## src/rtl/mfcc_pkg.sv

```systemverilog
// rtl/mfcc_pkg.sv - shared constants and FSM encoding for the mel filterbank controller
package mfcc_pkg;

  localparam int MFCC_NUM_BINS   = 257;
  localparam int MFCC_ADDR_WIDTH = 9;
  localparam int MFCC_SPEC_WIDTH = 32;
  localparam int MFCC_W_WIDTH    = 8;
  localparam int MFCC_ACC_WIDTH  = MFCC_SPEC_WIDTH + MFCC_W_WIDTH + MFCC_ADDR_WIDTH;

  typedef enum logic [1:0] {
    ST_IDLE   = 2'd0,
    ST_SWEEP  = 2'd1,
    ST_DRAIN  = 2'd2,
    ST_OUTPUT = 2'd3
  } mel_state_t;

endpackage

```

## src/rtl/mfcc_mac.sv

```systemverilog
// rtl/mfcc_mac.sv - unsigned full-width multiply-accumulate with clear and enable
import mfcc_pkg::*;

module mfcc_mac #(
  parameter int SPEC_WIDTH = MFCC_SPEC_WIDTH,
  parameter int W_WIDTH    = MFCC_W_WIDTH,
  parameter int ACC_WIDTH  = MFCC_ACC_WIDTH
) (
  input  logic                  clk,
  input  logic                  rst_n,
  input  logic                  clr,
  input  logic                  en,
  input  logic [SPEC_WIDTH-1:0] a,
  input  logic [W_WIDTH-1:0]    b,
  output logic [ACC_WIDTH-1:0]  acc
);

  logic [SPEC_WIDTH+W_WIDTH-1:0] w_prod;
  logic [ACC_WIDTH-1:0]          r_acc;

  assign w_prod = a * b;
  assign acc    = r_acc;

  // clear wins over enable so a new request never inherits a stale product
  always_ff @(posedge clk or negedge rst_n) begin
    if (!rst_n) begin
      r_acc <= '0;
    end else if (clr) begin
      r_acc <= '0;
    end else if (en) begin
      r_acc <= r_acc + {{(ACC_WIDTH-SPEC_WIDTH-W_WIDTH){1'b0}}, w_prod};
    end
  end

endmodule

```

## src/rtl/mfcc_melbank_ctrl.sv

```systemverilog
// rtl/mfcc_melbank_ctrl.sv - sweeps one mel filter support and returns its weighted energy
import mfcc_pkg::*;

module mfcc_melbank_ctrl #(
  parameter int NUM_BINS   = MFCC_NUM_BINS,
  parameter int ADDR_WIDTH = MFCC_ADDR_WIDTH,
  parameter int SPEC_WIDTH = MFCC_SPEC_WIDTH,
  parameter int W_WIDTH    = MFCC_W_WIDTH,
  parameter int ACC_WIDTH  = SPEC_WIDTH + W_WIDTH + ADDR_WIDTH
) (
  input  logic                  clk,
  input  logic                  rst_n,
  input  logic                  start,
  input  logic [ADDR_WIDTH-1:0] start_bin,
  input  logic [ADDR_WIDTH-1:0] end_bin,
  input  logic                  abort,
  output logic                  busy,
  output logic [ADDR_WIDTH-1:0] spec_addr,
  input  logic [SPEC_WIDTH-1:0] spec_data,
  output logic [ADDR_WIDTH-1:0] rom_addr,
  input  logic [W_WIDTH-1:0]    rom_data,
  output logic [ACC_WIDTH-1:0]  mel_energy,
  output logic                  out_valid,
  input  logic                  out_ready,
  output logic                  range_err
);

  localparam logic [ADDR_WIDTH:0] LP_NUM_BINS = NUM_BINS[ADDR_WIDTH:0];

  mel_state_t            r_state;
  mel_state_t            w_next;
  logic [ADDR_WIDTH-1:0] r_addr;
  logic [ADDR_WIDTH-1:0] r_end;
  logic [W_WIDTH-1:0]    r_weight;
  logic                  r_issued;
  logic                  r_range_err;
  logic                  w_accept;
  logic                  w_legal;
  logic                  w_last;
  logic                  w_mac_en;

  assign w_accept = (r_state == ST_IDLE) && start;
  assign w_legal  = (start_bin <= end_bin) && ({1'b0, end_bin} < LP_NUM_BINS);
  assign w_last   = (r_addr == r_end);

  always_ff @(posedge clk or negedge rst_n) begin
    if (!rst_n) r_state <= ST_IDLE;
    else        r_state <= w_next;
  end

  always_comb begin
    w_next = r_state;
    case (r_state)
      ST_IDLE:   if (start) w_next = w_legal ? ST_SWEEP : ST_OUTPUT;
      ST_SWEEP:  if (abort) w_next = ST_IDLE;
                 else if (w_last) w_next = ST_DRAIN;
      ST_DRAIN:  w_next = abort ? ST_IDLE : ST_OUTPUT;
      ST_OUTPUT: if (out_ready) w_next = ST_IDLE;
      default:   w_next = ST_IDLE;
    endcase
  end

  // r_issued marks that the previous cycle drove a bin, so spec_data and r_weight now pair up
  always_ff @(posedge clk or negedge rst_n) begin
    if (!rst_n) begin
      r_addr      <= '0;
      r_end       <= '0;
      r_weight    <= '0;
      r_issued    <= 1'b0;
      r_range_err <= 1'b0;
    end else begin
      r_issued <= (r_state == ST_SWEEP);
      if (r_state == ST_SWEEP) r_weight <= rom_data;
      if (w_accept) begin
        r_end       <= end_bin;
        r_range_err <= !w_legal;
        if (w_legal) r_addr <= start_bin;
      end else if ((r_state == ST_SWEEP) && !w_last) begin
        r_addr <= r_addr + 1'b1;
      end
    end
  end

  assign w_mac_en = r_issued && ((r_state == ST_SWEEP) || (r_state == ST_DRAIN));

  mfcc_mac #(
    .SPEC_WIDTH (SPEC_WIDTH),
    .W_WIDTH    (W_WIDTH),
    .ACC_WIDTH  (ACC_WIDTH)
  ) u_mac (
    .clk   (clk),
    .rst_n (rst_n),
    .clr   (w_accept),
    .en    (w_mac_en),
    .a     (spec_data),
    .b     (r_weight),
    .acc   (mel_energy)
  );

  assign spec_addr = r_addr;
  assign rom_addr  = r_addr;
  assign busy      = (r_state != ST_IDLE);
  assign out_valid = (r_state == ST_OUTPUT);
  assign range_err = r_range_err;

endmodule

```

## config.mk

```make
export PLATFORM = sky130hd
export DESIGN_NAME = mfcc_melbank_ctrl
export DESIGN_NICKNAME = d
export VERILOG_FILES = /design/src/rtl/mfcc_pkg.sv /design/src/rtl/mfcc_mac.sv /design/src/rtl/mfcc_melbank_ctrl.sv
export SDC_FILE = /design/constraint.sdc
export NUM_CORES = 1
export LEC_CHECK = 0
export ABC_AREA = 1
export BUFFER_PORTS_ARGS = -buffer_cell sky130_fd_sc_hd__buf_4
export CAP_MARGIN = 0
export CORE_ASPECT_RATIO = 1.5
export CORE_MARGIN = 2
export CORE_UTILIZATION = 35
export DETAILED_ROUTE_END_ITERATION = 6
export PLACE_DENSITY = 0.52
export SYNTH_ARGS = -nofsm -noshare
export SYNTH_HDL_FRONTEND = slang
export SYNTH_HIERARCHICAL = 1
export SYNTH_SLANG_ARGS = --single-unit
```

## constraint.sdc

```tcl
create_clock -name clk -period 6.1 [get_ports clk]
set_input_delay 0.305 -clock clk [delete_from_list [all_inputs] [get_ports clk]]
set_output_delay 0.305 -clock clk [all_outputs]
set_load 0.01 [all_outputs]
```

# [After elaboration in Yosys (flattened, before gate mapping)]
# Index checks and enable logic that the tools add are counted.
[op_classes] add_sub_neg=2 n_mul=1 order_cmp=2 n_eq_ne=8 muxes=12 n_reduce_logical=13
[op_table] operator="$mux 49" count=2
[op_table] operator="$add 49x40->49" count=1
[op_table] operator="$mul 32x8->40" count=1
[op_table] operator="$mux 9" count=3
[op_table] operator="$mux 2" count=6
[op_table] operator="$add 9x1->9 const B" count=1
[op_table] operator="$eq 9x9->1" count=1
[op_table] operator="$le 9x9->1" count=1
[op_table] operator="$lt 9x9->1 const B" count=1
[op_table] operator="$pmux 2 s4" count=1
[op_table] operator="$reduce_bool 2->1" count=3
[op_table] operator="$eq 2x2->1 const B" count=2
[op_table] operator="$logic_and 1x1->1" count=4
[op_table] operator="$ne 2x2->1 const B" count=2
[op_table] operator="$ne 3x3->1 const B" count=1
[op_table] operator="$reduce_and 3->1" count=1
[op_table] operator="$eq 2x1->1 const B" count=1
[op_table] operator="$logic_not 1->1" count=2
[op_table] operator="$logic_not 2->1" count=1
[op_table] operator="$ne 2x1->1 const B" count=1
[op_table] operator="$reduce_and 2->1" count=1
[op_table] operator="$logic_or 1x1->1" count=1
[word_totals] reg_bits=79 inputBits=63 out_inout_bits=70 elab_cells=45

# [Logic depth before layout (Yosys ltp)]
# Gate-level depths: netlist of run 1.
[logic_depth] depth_word=5 depth_mapped=25 mapped_depth_nobuf=24

# [By module]
# The synthesis of run 1 kept the hierarchy.
[by_module_without_submodules] mod="mfcc_mac" instances=1 cells_each=1941 area_each_um2=13011.2
[by_module_without_submodules] mod="mfcc_melbank_ctrl" instances=1 cells_each=256 area_each_um2=1939.4

# [Least setup slack after synthesis of run 1]
# Ideal clock, no wire load.
[synth_timing] path_kind="flip-flop to flip-flop" from="register r_weight[7]" to="register u_mac.r_acc[17], in the netlist u_mac/acc[17]" setup_time_ns=0.131 t_arrival_ns=4.172 required_time_ns=5.969 slack_ns=1.797 stages_incl_launch_ff=20 path_buffers=1 path_cell_list="dfrtp_1 -> clkbuf_1 -> nand2_1 -> fa_1 -> fa_1 -> inv_1 -> fa_1 -> inv_1 -> fa_1 -> inv_1 -> ha_1 -> nand2_1 -> inv_1 -> nand3_1 -> nand2_1 -> nand3_1 -> nand3_1 -> or2_2 -> nand3_1 -> o21ai_0"
[synth_via] elab_chain_len=4
[synth_rtl] element="from (decl)" line_no="mfcc_melbank_ctrl.sv:34" text="logic [W_WIDTH-1:0] r_weight;"
[synth_rtl] element="from (signal assigned)" line_no="mfcc_melbank_ctrl.sv:73" text="if (r_state == ST_SWEEP) r_weight <= rom_data;"
[synth_rtl] element="$mul 32x8->40" line_no="mfcc_mac.sv:21" text="assign w_prod = a * b;"
[synth_rtl] element="$add 49x40->49" line_no="mfcc_mac.sv:31" text="r_acc <= r_acc + {{(ACC_WIDTH-SPEC_WIDTH-W_WIDTH){1'b0}}, w_prod};"
[synth_rtl] element="$mux 49" line_no="mfcc_mac.sv:30" text="end else if (en) begin"
[synth_rtl] element="$mux 49" line_no="mfcc_mac.sv:28" text="end else if (clr) begin"
[synth_rtl] element="to (signal assigned)" line_no="mfcc_mac.sv:31"
[synth_rtl] element="to (decl)" line_no="mfcc_mac.sv:19" text="logic [ACC_WIDTH-1:0] r_acc;"
# No other way between the ends. The select of a mux whose other input is x is not followed.
# A chain may end at the register's enable or synchronous reset.

# [Worst setup path after layout of run 1]
[layout_timing] from="register r_weight[4]" to="register u_mac.r_acc[25], in the netlist u_mac/acc[25]"
# Same word-level chain as after synthesis.

==> results of run 1 <==
[registers in the layout, indices dropped and copies added, names as in the netlist]
| register | count |
|---|---|
| r_weight | 8 |
| r_state | 2 |
| r_end | 9 |
| u_mac/acc | 49 |
| r_issued | 1 |
| rom_addr | 9 |
| range_err | 1 |
[synthesized netlist by cell type (2+ instances only)]
cell and n:
dfrtp_1 79, nor3_1 3, buf_2 5, and2_1 4, xor2_1 2, o21ai_0 60
ha_1 80, nor2_2 20, o22ai_1 7, inv_2 6, nand2_2 26, nand3b_4 2
inv_1 658, a21boi_0 4, xnor2_1 12, nand3_1 66, nand3b_1 9, nand3_2 9
clkbuf_1 42, clkinv_1 3, fa_1 218, nand4_1 4, or2_1 2, a21oi_1 47
clkbuf_2 22, o21ai_1 9, nand2_1 694, nor2_4 7, buf_4 9, nor2_1 77
[final cells by class]
class / instances / area (um^2)
Clock inverter: 7 / 109
Fill cell: 4641 / 25400
Timing Repair Buffer: 150 / 1130
Tap cell: 564 / 706
Inverter: 667 / 2500
Sequential cell: 79 / 1980
Multi-Input combinational cell: 1373 / 10100
Clock buffer: 9 / 225
[worst min-delay path, delay by kind of cell]
family        cells  cell delay [ns]
buf+inv           1             0.08
simple gates      2             0.09
[per-stage QoR]
| step | hold WS, ns | util [%] |
|---|---|---|
| after global routing | 0.127 | 39.8 |
| after CTS | 0.109 | 39.8 |
| after floorplan | 0.00941 | - |
| after detailed placement | 0.275 | 39.0 |
| after global placement | 0.273 | 39.0 |
| final | 0.134 | 39.8 |
[timing repair]
action                    CTS  global route
hold buffers                1             0
gates resized for setup     0             0
hold endpoints to repair   26             0
[final timing paths]
| path | to | slack [ns] | depth (start not counted) |
|---|---|---|---|
| max in group asynchronous | r_end[5] | 4.51 | 3 |
| min | r_weight[3] | 0.13 | 3 |
| min in group asynchronous | u_mac/acc[40] | 0.41 | 2 |
| max | u_mac/acc[25] | 0.90 | 19 |
| min reg2reg | r_weight[2] | 0.49 | 2 |
| max reg2reg | u_mac/acc[25] | 0.90 | 19 |
[metal layers]
metal / global-route usage, % / up-vias / share of wire [%]
met2: 44.1 / 277 / 58
met3: 1.98 / 94 / 2.4
met5: 0 / - / 0
li1: - / 6370 / -
met1: 21.1 / 6238 / 36
met4: 9.37 / 0 / 4.1
[cells by family after synthesis]
kind of cell / after synthesis / synth area share (%)
adders and majority gates: 298 / 35.9
buffers and inverters: 745 / 19.2
AOI/OAI and AO/OA: 131 / 4.59
xor gates and xnor gates: 14 / 0.820
and+or+nand+nor: 930 / 26.3
DFF: 79 / 13.2
==> impl_metrics.ini, run 1 <==
[run_status]
status = completed

[route]
drt-initial-drc-count = 539
drtAntennaViolNets = 0
drt_pass1_iterations = 6
drc = 0
vias = 12979
drt-vias-per-instance = 4.56
routed_wl_um = 46100
wl_per_cell_um = 16.2

[cells_and_area]
final_nets = 2641
drive_gt1_share_pct = 10.5
layout_common_cells = 694 x nand2_1, 658 x inv_1, 218 x fa_1
final_cell_area_mm2 = 0.0168
area_growth_pct = 12.1
diodes = 0
fin_cells = 2849
layout_commonest_cell = nand2_1

[cts]
clock-sinks = 79
cts-root-buf = clkbuf_16
cts_tree = yes
cts_max_level = 3
worstSkewPairLatency_ns = 0.37
path_clk_slew_ns = 0.08
cts_buffers = 9
post_cts_buffers = 0
clk_path_buf_depth = 2

[setup_path]
timing.critical_path.from = r_weight[4]
crit_family = adder cells
cpMaxStageDelayCell = dfrtp_1
crit_buf_inv = 4
criticalPathCategory = register to register
crit_fanout = 16
endpoint_kind = register
worstReg2RegStart = r_weight[4]
critPathArrivalTime_ns = 5.43
crit_chain = buf_4 > nand2_1 > inv_1 > fa_1 > fa_1 > fa_1 > inv_1 > fa_1 > inv_1 > ha_1 > nand2_1 > nor2_1 > nand2_1 > nor2_1 > nand2_1 > nand3_2 > a21oi_1 > o21ai_0 > o21ai_0
critical_path_required_ns = 6.33
max_stage_delay_ns = 0.84
crit_path_start_kind = register

[sta]
max-slew-margin-rel_pct = 43.9
period_minus_slack_ns = 5.20
setup_viol = 0
final_hold_viol_count = 0
tns_ns = 0
slew_violations = 0
max_freq_mhz = 192
fin_ws_ns = 0.900
worstMarginPinSlew_ns = 0.841
fin_skew_ns = 0.0135
finalCritPeriodShare_pct = 85.3
grt_setup_unrepaired = no

[synthesis]
yosys_most_used_dff = dfrtp_1
ys_seq_area_share_pct = 13.2
ys_ff_latch = 79
syn_inst = 2197
syn_area_per_cell_um2 = 6.81
netlist.area_leader.share_pct = 29.2
yosys_warnings = 6
synth_edf_count = 0
syn_area_mm2 = 0.0150
synth_top_cell_by_area = fa_1
ys_async_sr_fraction_pct = 100
synthTopCellsByArea = fa_1 29%, nand2_1 17%, inv_1 17%, dfrtp_1 13%, ha_1 6.7%
synth_nets = 2558
ys_types = 41

[placement]
dpl_cell_area_mm2 = 0.0164
place_hpwl_um = 39200
dp.cells = 2832
globalplace.congestion = 0.930
port_buffers = 132
place_ws_ns = 0.912

[min_path]
hp-start = rom_data[3]
hp-class = input port to register

[grt]
grt_max_degree = 54
grt-ovfl-total = 0
grt_usage_pct = 21.3
grt_first_pass_wirelength_um = 73900
grt_pass1_vias = 14186
antenna_found_initial = 0

[run]
drv_cap = 0

[floorplan]
die_h_um = 257
initial_core_util_pct = 35.5
rows = 92
io_pins = 133
core_area_mm2 = 0.0421
dieArea_mm2 = 0.0444
fp.dieW_um = 173
Power of run 1 is not shown: default switching activity piles up to over one toggle a cycle in this logic, so the estimate is an artifact.
==> run 2, diff against run 1 <==
- SYNTH_HIERARCHICAL: 1 -> not set
==> impl_metrics.ini, run 2 <==
[run_status]
status = completed

[setup_path]
r2r_slack_ns = 0.72
critical_path_required_ns = 6.37
crit_chain = nand2_1 > fa_1 > inv_1 > fa_1 > fa_1 > inv_1 > fa_1 > inv_1 > ha_1 > nand2_1 > nor2_1 > nand2_1 > inv_1 > nand2_1 > nand3b_1 > nand2_1 > nand2_1 > nand2_1 > nand3_1 > nand2_1
crit_family = adder cells
crit_buf_inv = 4
crit_path_frequent_cell = nand2_1
criticalPathCategory = register to register
reg2regPathDepth = 20
critPathArrivalTime_ns = 5.65
crit_fanout = 28
cp.depth = 20
max_stage_delay_ns = 1.07
crit_path_start_kind = register
cpMaxStageDelayCell = dfrtp_1
endpoint_kind = register

[synthesis]
syn_inst = 2184
yosys-top-cells-count = 672 x nand2_1, 660 x inv_1, 218 x fa_1
yosys_most_used_dff = dfrtp_1
ys_ff_latch = 79
synth_edf_count = 0
synthTopCellsByArea = fa_1 29%, nand2_1 17%, inv_1 17%, dfrtp_1 13%, ha_1 6.7%
ys_types = 46
synth_top_cell_by_area = fa_1
synth_nets = 2545
syn_area_per_cell_um2 = 6.83
ys_async_sr_fraction_pct = 100
ys_seq_area_share_pct = 13.3
netlist.area_leader.share_pct = 29.3
yosys_warnings = 0
yosysMostFrequentCell = nand2_1
syn_area_mm2 = 0.0149

[grt]
grt_usage_pct = 20.0
grt-ovfl-total = 0
grt_max_degree = 47
grt_pass1_vias = 13652
antenna_found_initial = 0
grt_first_pass_wirelength_um = 70200

[floorplan]
core_area_mm2 = 0.0420
rows = 92
dieArea_mm2 = 0.0443
die_h_um = 257
fp.dieW_um = 173
io_pins = 133
initial_core_util_pct = 35.5

[route]
drt_pass1_iterations = 5
routed_wl_um = 42800
vias = 12718
wl_per_cell_um = 15.2
drt-vias-per-instance = 4.51
drtAntennaViolNets = 0
drt-initial-drc-count = 577
drc = 0

[sta]
final_hold_viol_count = 0
fin_skew_ns = 0.0117
max-slew-margin-rel_pct = 25.8
period_minus_slack_ns = 5.38
grt_setup_unrepaired = no
finalCritPeriodShare_pct = 88.2
slew_violations = 0
setup_viol = 0
max_freq_mhz = 186
tns_ns = 0
worstMarginPinSlew_ns = 1.11

[cts]
worstSkewPairLatency_ns = 0.38
clk_path_buf_depth = 2
cts_tree = yes
cts_max_level = 3
clock-sinks = 79
cts-root-buf = clkbuf_16
path_clk_slew_ns = 0.07
cts_buffers = 9

[cells_and_area]
nFillCells = 4524
layout_common_cells = 672 x nand2_1, 660 x inv_1, 218 x fa_1
area_growth_pct = 11.4
diodes = 0
largest_register_ffs = 49
regArea_mm2 = 0.00198
drive_gt1_share_pct = 9.65
layout_commonest_cell = nand2_1
final_nets = 2614
multi_input_area_mm2 = 0.0100

[placement]
port_buffers = 132
globalplace.congestion = 0.934
place_hpwl_um = 36200

[min_path]
hp-class = input port to register
holdPathStages = 2

[run]
drv_cap = 0
run 2: what timing repair did:
item / CTS / global route
gates resized for setup: 0 / 0
buffers inserted: 0 / 0
hold buffers: 1 / 0
hold endpoints to repair: 33 / 0
run 2: per-stage QoR:
| step | utilization (%) | setup WS (ns) | instances | hold WS (ns) | instance area, um^2 |
|---|---|---|---|---|---|
| 3_5_place_dp | 38.8 | 0.771 | 2805 | 0.327 | 16300 |
| 2_1_floorplan | - | 1.79 | 2184 | 0.00941 | 14900 |
| 3_3_place_gp | 38.8 | 0.833 | 2805 | 0.323 | 16300 |
| 4_1_cts | 39.5 | 0.734 | 2822 | 0.139 | 16600 |
| 6_report | 39.5 | 0.720 | 2822 | 0.156 | 16600 |
| 5_1_grt | 39.5 | 0.337 | 2822 | 0.154 | 16600 |
run 2: final timing paths:
kind	startpoint	end
worst min-delay path	rom_data[4]	r_weight[4]
worst max-delay path	r_weight[0]	u_mac.acc[38]
max in group asynchronous	rst_n	r_end[7]
worst max register to register	r_weight[0]	u_mac.acc[38]
worst min register to register	range_err	range_err
min in group asynchronous	rst_n	r_weight[4]
run 2: kinds of logic (layout without fill, tap and decap cells):
family | count (synthesis) | count (layout) | synth area share, %
xor+xnor | 12 | 12 | 0.705
compound gates | 138 | 138 | 5.02
simple gates | 895 | 895 | 24.9
fa+ha+maj | 298 | 298 | 36.0
flops | 79 | 79 | 13.3
mux | 8 | 8 | 0.604
buf+inv | 754 | 828 | 19.6
run 2: area by class of cell:
type,instances,area share [%]
inverter,665,15.0
clock buffer,10,1.44
multi-input combinational,1351,60.3
timing repair buffer,147,6.74
sequential,79,11.9
tap,564,4.25
clock inverter,6,0.309
run 2: layer usage:
layer	track usage, %	routed length (um)
met1	22.7	16900
met3	2.28	1540
met2	38.6	23300
met4	6.41	997
met5	0	0
run 2: worst register-to-register path, stage by stage (launching register included):
cell	delay, ns
dfrtp_1	1.07
nand2_1	0.21
fa_1	0.56
inv_1	0.05
fa_1	0.48
fa_1	0.56
inv_1	0.07
fa_1	0.50
inv_1	0.05
ha_1	0.35
nand2_1	0.13
nor2_1	0.24
nand2_1	0.15
inv_1	0.14
nand2_1	0.07
nand3b_1	0.23
nand2_1	0.14
nand2_1	0.08
nand2_1	0.04
nand3_1	0.09
nand2_1	0.06
Power of run 2 is left out for the same reason.
